--- config.mk ---
export PLATFORM = sky130hd
export DESIGN_NAME = vc_link_arbiter
export DESIGN_NICKNAME = d
export VERILOG_FILES = /design/src/rtl/vc_link_arbiter.sv
export SDC_FILE = /design/constraint.sdc
export NUM_CORES = 1
export LEC_CHECK = 0
export CORE_MARGIN = 8
export CORE_UTILIZATION = 38
export CTS_CLUSTER_SIZE = 40
export DETAILED_ROUTE_END_ITERATION = 12
export PLACE_DENSITY = 0.87
export SKIP_LAST_GASP = 1
export SLEW_MARGIN = 20
export SYNTH_ARGS = -nofsm -noshare
export SYNTH_HDL_FRONTEND = slang
export SYNTH_SLANG_ARGS = --single-unit
--- constraint.sdc ---
create_clock -name clk -period 8.2 [get_ports clk]
set_clock_uncertainty 0.1 [all_clocks]
set_input_delay 1.64 -clock clk [delete_from_list [all_inputs] [get_ports clk]]
set_output_delay 1.64 -clock clk [all_outputs]
set_load 0.02 [all_outputs]
--- src/rtl/vc_link_arbiter.sv ---
// Wormhole arbiter: NUM_VC VC buffers share one link, locked per packet, round-robin between packets.
// Latency 1 cycle from pop to link_*; while link_ready_i is low with a flit held, link_* holds and no VC pops.
module vc_link_arbiter #(
  parameter int NUM_VC  = 4,
  parameter int FLIT_W  = 34,
  parameter int VC_ID_W = 2
) (
  input  logic                     clk,
  input  logic                     arst,
  input  logic [NUM_VC-1:0]        vc_valid_i,
  input  logic [NUM_VC*FLIT_W-1:0] vc_fdata_i,
  output logic [NUM_VC-1:0]        vc_ready_o,
  output logic                     link_valid_o,
  output logic [FLIT_W-1:0]        link_fdata_o,
  output logic [VC_ID_W-1:0]       link_vc_id_o,
  input  logic                     link_ready_i,
  output logic                     locked_o,
  output logic [VC_ID_W-1:0]       grant_o,
  output logic                     err_o
);

  localparam logic [1:0] TYPE_HEAD   = 2'b00;
  localparam logic [1:0] TYPE_BODY   = 2'b01;
  localparam logic [1:0] TYPE_SINGLE = 2'b10;
  localparam logic [1:0] TYPE_TAIL   = 2'b11;

  typedef enum logic {ST_IDLE, ST_LOCKED} state_t;

  state_t               r_state;
  logic [VC_ID_W-1:0]   r_rr_ptr;
  logic [VC_ID_W-1:0]   r_grant;
  logic                 r_link_valid;
  logic [FLIT_W-1:0]    r_link_fdata;
  logic [VC_ID_W-1:0]   r_link_vc_id;
  logic                 r_err;

  logic                 w_load;
  logic                 w_sel_valid;
  logic                 w_pop;
  logic [VC_ID_W-1:0]   w_rr_sel;
  logic [VC_ID_W-1:0]   w_sel;
  logic [VC_ID_W-1:0]   w_next_ptr;
  logic [VC_ID_W:0]     w_dist;
  logic [VC_ID_W:0]     w_best_dist;
  logic [FLIT_W-1:0]    w_sel_flit;
  logic [1:0]           w_type;

  // Winner is the valid VC with the smallest circular distance from r_rr_ptr.
  always_comb begin
    w_rr_sel    = '0;
    w_dist      = '0;
    w_best_dist = (VC_ID_W+1)'(NUM_VC);
    for (int k = 0; k < NUM_VC; k++) begin
      if (vc_valid_i[k]) begin
        if (k >= int'(r_rr_ptr)) w_dist = (VC_ID_W+1)'(k - int'(r_rr_ptr));
        else                     w_dist = (VC_ID_W+1)'(k + NUM_VC - int'(r_rr_ptr));
        if (w_dist < w_best_dist) begin
          w_best_dist = w_dist;
          w_rr_sel    = VC_ID_W'(k);
        end
      end
    end
  end

  assign w_load      = !r_link_valid || link_ready_i;
  assign w_sel       = (r_state == ST_LOCKED) ? r_grant : w_rr_sel;
  assign w_sel_valid = (r_state == ST_LOCKED) ? vc_valid_i[r_grant] : (|vc_valid_i);
  assign w_pop       = w_load && w_sel_valid && !arst;
  assign w_next_ptr  = (w_sel == VC_ID_W'(NUM_VC-1)) ? '0 : w_sel + 1'b1;
  assign w_type      = w_sel_flit[FLIT_W-1 -: 2];

  always_comb begin
    w_sel_flit = '0;
    vc_ready_o = '0;
    for (int k = 0; k < NUM_VC; k++) begin
      if (w_sel == VC_ID_W'(k)) w_sel_flit = vc_fdata_i[k*FLIT_W +: FLIT_W];
      vc_ready_o[k] = w_pop && (w_sel == VC_ID_W'(k));
    end
  end

  always_ff @(posedge clk) begin
    if (arst) begin
      r_state      <= ST_IDLE;
      r_rr_ptr     <= '0;
      r_grant      <= '0;
      r_link_valid <= 1'b0;
      r_link_fdata <= '0;
      r_link_vc_id <= '0;
      r_err        <= 1'b0;
    end else begin
      r_err <= 1'b0;
      if (w_load) r_link_valid <= 1'b0;
      if (w_pop) begin
        case (r_state)
          ST_IDLE: begin
            case (w_type)
              TYPE_HEAD: begin
                r_link_valid <= 1'b1;
                r_link_fdata <= w_sel_flit;
                r_link_vc_id <= w_sel;
                r_grant      <= w_sel;
                r_state      <= ST_LOCKED;
              end
              TYPE_SINGLE: begin
                r_link_valid <= 1'b1;
                r_link_fdata <= w_sel_flit;
                r_link_vc_id <= w_sel;
                r_rr_ptr     <= w_next_ptr;
              end
              default: begin
                // Orphan body/tail with no packet open: drop it and flag.
                r_err    <= 1'b1;
                r_rr_ptr <= w_next_ptr;
              end
            endcase
          end
          ST_LOCKED: begin
            r_link_valid <= 1'b1;
            r_link_fdata <= w_sel_flit;
            r_link_vc_id <= w_sel;
            if (w_type != TYPE_BODY) begin
              // A head or single inside a packet is flagged and closes the packet like a tail.
              r_state  <= ST_IDLE;
              r_rr_ptr <= w_next_ptr;
              r_err    <= (w_type != TYPE_TAIL);
            end
          end
          default: r_state <= ST_IDLE;
        endcase
      end
    end
  end

  assign link_valid_o = r_link_valid;
  assign link_fdata_o = r_link_fdata;
  assign link_vc_id_o = r_link_vc_id;
  assign locked_o     = (r_state == ST_LOCKED);
  assign grant_o      = r_grant;
  assign err_o        = r_err;

endmodule

### Word level (Yosys, flattened, before mapping)

Cells that the tools add are included.

* bits in read-only memories: 0
* bits in latches: 0
* bits in writable memories: 0
* bits in registers: 43
* memories: 0

* divide/modulo/power cells: 0
* shifts and indexed selects: 0
* multiply operators: 0
* reduce and logical (&&, ||, !) cells: 17
* multiplexer cells: 45
* eq/ne operators: 9
* bitwise logic cells: 2
* $lt $le $gt $ge: 8
* add/subtract/negate cells: 8

Operator list (number)
* two-way mux 34 bit: 5
* one-hot mux 34 bit (2 select lines): 1
* two-way mux 3 bit: 13
* two-way mux 2 bit: 9
* two-way mux 1 bit: 11
* < comparator 3 bit: 3
* subtractor 3 x 2 -> 3 bit, first input constant: 3
* one-hot mux 2 bit (2 select lines): 2
* == test 2 bit, second input constant: 3
* logical AND 1 bit: 6
* != test 2 bit, second input constant: 3
* one-hot mux 1 bit (2 select lines): 3
* AND reduction 3 bit: 2
* subtractor 1 x 2 -> 3 bit, first input constant: 2
* subtractor 2 x 2 -> 3 bit, first input constant: 2
* >= comparator 1 x 2 -> 1 bit, first input constant: 2
* logical NOT 2 bit: 2
* != test 2 x 1 -> 1 bit, second input constant: 2
* OR reduction 2 bit: 2
* OR reduction 4 bit: 1
* < comparator 2 x 3 -> 1 bit, second input constant: 1
* < comparator 3 bit, second input constant: 1
* adder 2 x 1 -> 2 bit, second input constant: 1
* binary-select mux 1 bit (select 2 bit): 1
* other kinds (6): 8

### Logic depth before layout (Yosys ltp)

* word-level depth: 26
* gate-level depth with buffers: 29
* depth with buffers taken out: 27

### Least setup slack after synthesis

No wires, ideal clock.

* kind: input port to output port
* from: in vc_valid_i[0]
* to: out vc_ready_o[3]
* data required time: 6.460 ns
* arrival time: 6.011 ns
* setup slack: 0.449 ns
* stages: 21
* cell sequence: ha_1 and2_1 a2111oi_0 or2_2 ha_1 nand2b_1 o221a_2 nor2_1 a21oi_1 ha_1 inv_1 a311oi_1 o211ai_1 o21ai_0 inv_1 ha_1 buf_2 clkbuf_1 clkbuf_1 inv_1 nor4_1

* cells in the longest elaborated chain, start to end: 13
* elaborated cells on any way between the ends: 23
* classes of those cells: order compare: 3; eq/ne: 1; mux: 15; reduce/logical: 4

RTL lines
* start: declaration: RTL line 10 `input logic [NUM_VC-1:0] vc_valid_i,`
* two-way mux 3 bit (*): RTL line 54 `if (vc_valid_i[k]) begin`
* < comparator 3 bit: RTL line 57 `if (w_dist < w_best_dist) begin`
* two-way mux 3 bit: RTL line 57
* two-way mux 3 bit (*): RTL line 54
* < comparator 3 bit: RTL line 57
* two-way mux 3 bit: RTL line 57
* two-way mux 3 bit: RTL line 54
* < comparator 3 bit: RTL line 57
* two-way mux 2 bit: RTL line 57
* two-way mux 2 bit (*): RTL line 54
* two-way mux 2 bit (*): RTL line 66 `assign w_sel = (r_state == ST_LOCKED) ? r_grant : w_rr_sel;`
* via w_sel[1]: RTL line 41 `logic [VC_ID_W-1:0] w_sel;`
* == test 2 bit (*): RTL line 77 `vc_ready_o[k] = w_pop && (w_sel == VC_ID_W'(k));`
* logical AND 1 bit (*): RTL line 77
* end: declaration: RTL line 12 `output logic [NUM_VC-1:0] vc_ready_o,`

The timed path passes the listed nets; every way through them passes the cells marked *. The select of a mux whose other input is x is not followed.

### Worst setup path in the final report

* from: in vc_valid_i[0]
* to: out vc_ready_o[1]

* cells in the longest elaborated chain, start to end: 13
* elaborated cells on any way between the ends: 23
* classes of those cells: order compare: 3; eq/ne: 1; mux: 15; reduce/logical: 4

RTL lines (RTL line)
* two-way mux 3 bit (*): 54
* < comparator 3 bit: 57
* two-way mux 3 bit: 57
* two-way mux 3 bit: 54
* < comparator 3 bit: 57
* two-way mux 3 bit: 57
* two-way mux 3 bit: 54
* < comparator 3 bit: 57
* two-way mux 2 bit: 57
* two-way mux 2 bit (*): 54
* two-way mux 2 bit (*): 66
* via w_sel[0]: 41
* == test 2 x 1 -> 1 bit (*): 77
* logical AND 1 bit (*): 77

Marked as above.

==> impl_summary.log <==
INFO  metric criticalPathCategory = input port to primary output
INFO  metric die-height = 107 um
INFO  metric io_pins = 188
INFO  metric worst-endpoint-arrival = 6.18 ns
INFO  metric cell_accounting_for_the_most_synthesized_area = sky130_fd_sc_hd__dfxtp_1
INFO  metric peakVddDrop = 0.352 mV
INFO  metric final_period_minus_worst_setup_slack = 7.92 ns
INFO  metric grt_pass1_vias = 3591
INFO  metric post_synth.cell_area_avg = 8.21 um2
INFO  metric clock_tree_buffer_depth = 2
INFO  metric outcome = completed
INFO  metric nNetsFinal = 703
INFO  metric clkLatencyLatePin = 0.29 ns
INFO  metric final_cell_count_without_fillers = 653
INFO  metric synthXorXnorAreaFrac = 0.281%
INFO  metric crit_fanout = 4
INFO  metric cts_tree = built
INFO  metric critPathRequiredTime = 6.46 ns
INFO  metric netlist-cell-type-count = 46
INFO  metric insertedDiodeCount = 0
INFO  metric highest_achievable_clock_rate = 0.126 GHz
INFO  metric place_hpwl = 9130 um
INFO  metric final.setup.tns = 0 ns
INFO  metric cts_max_level = 2
INFO  metric number_of_nets_produced_by_synthesis = 536
INFO  metric track_usage = 19.8%
INFO  metric maxCapViolCount = 0
INFO  metric synth.area.mux_share = 1.36%
INFO  metric yosys-top-cells-count = sky130_fd_sc_hd__dfxtp_1 (43), sky130_fd_sc_hd__nor2_1 (40), sky130_fd_sc_hd__a21oi_1 (39), sky130_fd_sc_hd__nor2b_1 (37), sky130_fd_sc_hd__nor3_1 (33)
INFO  metric finalSetupViolations = 0
INFO  metric synth-seq-cells = 43
INFO  metric largest_family_of_logic_cells_by_synthesized_area = compound AO/OA/AOI/OAI gates
INFO  metric synth.top_cells.by_area = sky130_fd_sc_hd__dfxtp_1 (28%), sky130_fd_sc_hd__a221oi_1 (9.0%), sky130_fd_sc_hd__a211oi_2 (8.0%)
INFO  metric globalRouteOverflowTotal = 0
INFO  metric drv_slew = 0
INFO  metric grt_antenna_before_repair = 0
INFO  metric initial_core_util = 38.5%
INFO  metric vias = 3582
INFO  metric power.density_cell_area = 391 nW/um2
INFO  metric std_cell_rows = 33
INFO  metric die_width = 107 um
INFO  metric clkSinkCount = 43
INFO  metric fp.dieArea = 11400 um2
INFO  metric synth-compound-area-share = 33.6%
INFO  metric global_route_wire_length_before_repair = 18500 um
INFO  metric drt_pass1_iterations = 4
INFO  metric critical_path.startpoint_type = input port
INFO  metric synth.cell_area = 3120 um2
INFO  metric pin_count_of_the_biggest_net_entering_global_routing = 70
INFO  metric ant_nets = 0
INFO  metric post_route_cells_drive_above_1_share = 9.85%
INFO  metric drt_drc_violations_left = 0
INFO  metric design.core.area = 8090 um2
INFO  metric synth-seq-area-share = 27.6%
INFO  metric number_of_buffers_created_by_cts = 5
INFO  metric postCtsSetupBuffers = 0
INFO  metric worstSetupEndpointType = primary output
INFO  metric timing_worst_slew_pin_value = 0.710 ns
INFO  metric power.static_leakage = 0.00187 uW
INFO  metric max-slew-margin-rel = 52.7%
INFO  metric routability_cong = 0.851
INFO  metric timing_hold_violations_final = 0
INFO  metric synth_enable_flop_cells = 0
INFO  metric hold_buffers = 0
INFO  metric routedWlPerCell = 18.4 um
INFO  metric min-delay-path-class = flop to flop
INFO  metric setup_repair_after_global_routing_missed_its_margin = false
INFO  metric post_synth_and_or_nand_nor_area_fraction = 25.3%
INFO  metric post_synth_inst_count = 380
INFO  metric drt-vias-per-instance = 5.49
INFO  metric synthesis_warnings = 0
INFO  metric port-buffer-count = 187
INFO  metric final_core_utilization = 63.6%
INFO  metric synth-adder-area-share = 5.21%
INFO  metric cts-root-buf = sky130_fd_sc_hd__clkbuf_8
INFO  metric layout-area-overhead-vs-synth = 64.9%
INFO  metric number_of_drc_violations_after_detailed_routing_iteration_0 = 140
INFO  metric synth-async-reset-ratio = 0%
INFO  metric finalCritPeriodShare = 96.6%
INFO  metric route.final.wire_length = 12000 um
INFO  metric placedCellCount = 645
INFO  metric clkTransAtPathRegs = 0.09 ns
INFO  metric netlist.area_leader.share = 27.6%
INFO  metric synth_most_common_cell = sky130_fd_sc_hd__dfxtp_1
INFO  metric postCtsResizedCells = 0
INFO  metric ys.flop_type = sky130_fd_sc_hd__dfxtp_1
INFO  metric hold_ws = 0.366 ns
-- layout make-up --
type | instances | area [um2]
Clock buffer | 7 | 96.3
Clock inverter | 1 | 7.51
Fill cell | 699 | 2950
Inverter | 11 | 41.3
Multi-Input combinational cell | 290 | 2060
Sequential cell | 43 | 861
Tap cell | 105 | 131
Timing Repair Buffer | 196 | 1950
-- metrics by stage --
stage          total power, uW  setup WS (ns)  area (um2)
2_1_floorplan             1440          0.449        3120
3_3_place_gp              1830          0.305        5040
3_5_place_dp              1870          0.193        5040
4_1_cts                   2030          0.166        5140
5_1_grt                   2190         0.0611        5140
6_report                  2010          0.276        5140
-- registers in the layout, indices dropped and copies added (netlist names) --
signal	flops
link_fdata_o	34
grant_o	2
link_vc_id_o	2
r_rr_ptr	2
err_o	1
link_valid_o	1
locked_o	1
-- worst max-delay path: stages --
cell and delay (ns):
sky130_fd_sc_hd__clkdlybuf4s50_1 0.42, sky130_fd_sc_hd__ha_1 0.34, sky130_fd_sc_hd__and2_1 0.18, sky130_fd_sc_hd__a2111oi_1 0.44, sky130_fd_sc_hd__or2_2 0.20, sky130_fd_sc_hd__ha_1 0.26, sky130_fd_sc_hd__nand2b_1 0.18, sky130_fd_sc_hd__o221a_2 0.26
sky130_fd_sc_hd__nor2_1 0.11, sky130_fd_sc_hd__a21oi_1 0.05, sky130_fd_sc_hd__ha_1 0.27, sky130_fd_sc_hd__inv_1 0.03, sky130_fd_sc_hd__a311oi_1 0.27, sky130_fd_sc_hd__o221ai_1 0.24, sky130_fd_sc_hd__o21ai_2 0.28, sky130_fd_sc_hd__inv_1 0.10
sky130_fd_sc_hd__ha_1 0.20, sky130_fd_sc_hd__and2_1 0.15, sky130_fd_sc_hd__clkdlybuf4s50_1 0.56
-- kinds of logic (layout without fill, tap and decap cells) --
kind of cell / Yosys count / in the layout
compound gates: 127 / 127
xor+xnor: 1 / 1
fa+ha+maj: 13 / 13
buf+inv: 47 / 215
flops: 43 / 43
mux: 3 / 3
simple gates: 146 / 146
-- cells in the final DEF (no fill, tap or decap), types with 2 or more instances in the layout --
| cell type | n |
|---|---|
| sky130_fd_sc_hd__a211oi_1 | 16 |
| sky130_fd_sc_hd__a211oi_2 | 20 |
| sky130_fd_sc_hd__a21oi_1 | 39 |
| sky130_fd_sc_hd__a221oi_1 | 32 |
| sky130_fd_sc_hd__and2_1 | 5 |
| sky130_fd_sc_hd__buf_4 | 8 |
| sky130_fd_sc_hd__clkbuf_8 | 7 |
| sky130_fd_sc_hd__clkdlybuf4s50_1 | 185 |
| sky130_fd_sc_hd__dfxtp_1 | 43 |
| sky130_fd_sc_hd__ha_1 | 11 |
| sky130_fd_sc_hd__ha_2 | 2 |
| sky130_fd_sc_hd__inv_1 | 11 |
| sky130_fd_sc_hd__mux2i_1 | 2 |
| sky130_fd_sc_hd__nand2_1 | 9 |
| sky130_fd_sc_hd__nand2b_1 | 10 |
| sky130_fd_sc_hd__nor2_1 | 40 |
| sky130_fd_sc_hd__nor2b_1 | 36 |
| sky130_fd_sc_hd__nor3_1 | 33 |
| sky130_fd_sc_hd__nor4_1 | 3 |
| sky130_fd_sc_hd__o211ai_1 | 4 |
| sky130_fd_sc_hd__o221ai_1 | 2 |
-- power breakdown --
group	total [uW]	switching, uW	internal (uW)	leakage (uW)
Combinational	1540	879	658	0.00147
Clock	150	73.6	76.7	0.0000505
Sequential	324	45.6	278	0.000354
-- final timing paths --
path	from	end	slack [ns]	depth (start not counted)
max	vc_valid_i[0]	vc_ready_o[1]	0.28	19
min	link_fdata_o[32]	link_fdata_o[32]	0.37	2
max reg2reg	r_rr_ptr[1]	link_fdata_o[6]	1.52	28
min reg2reg	link_fdata_o[32]	link_fdata_o[32]	0.37	2
-- routing by layer --
| metal | wire (um) | vias to the layer above | track usage, % |
|---|---|---|---|
| li1 | - | 1745 | - |
| met1 | 4840 | 1678 | 22.6 |
| met2 | 6130 | 133 | 36.1 |
| met3 | 769 | 26 | 4.38 |
| met4 | 293 | 0 | 5.73 |
| met5 | 0 | - | 0 |
No activity file was read; power rests on OpenSTA's default activity.
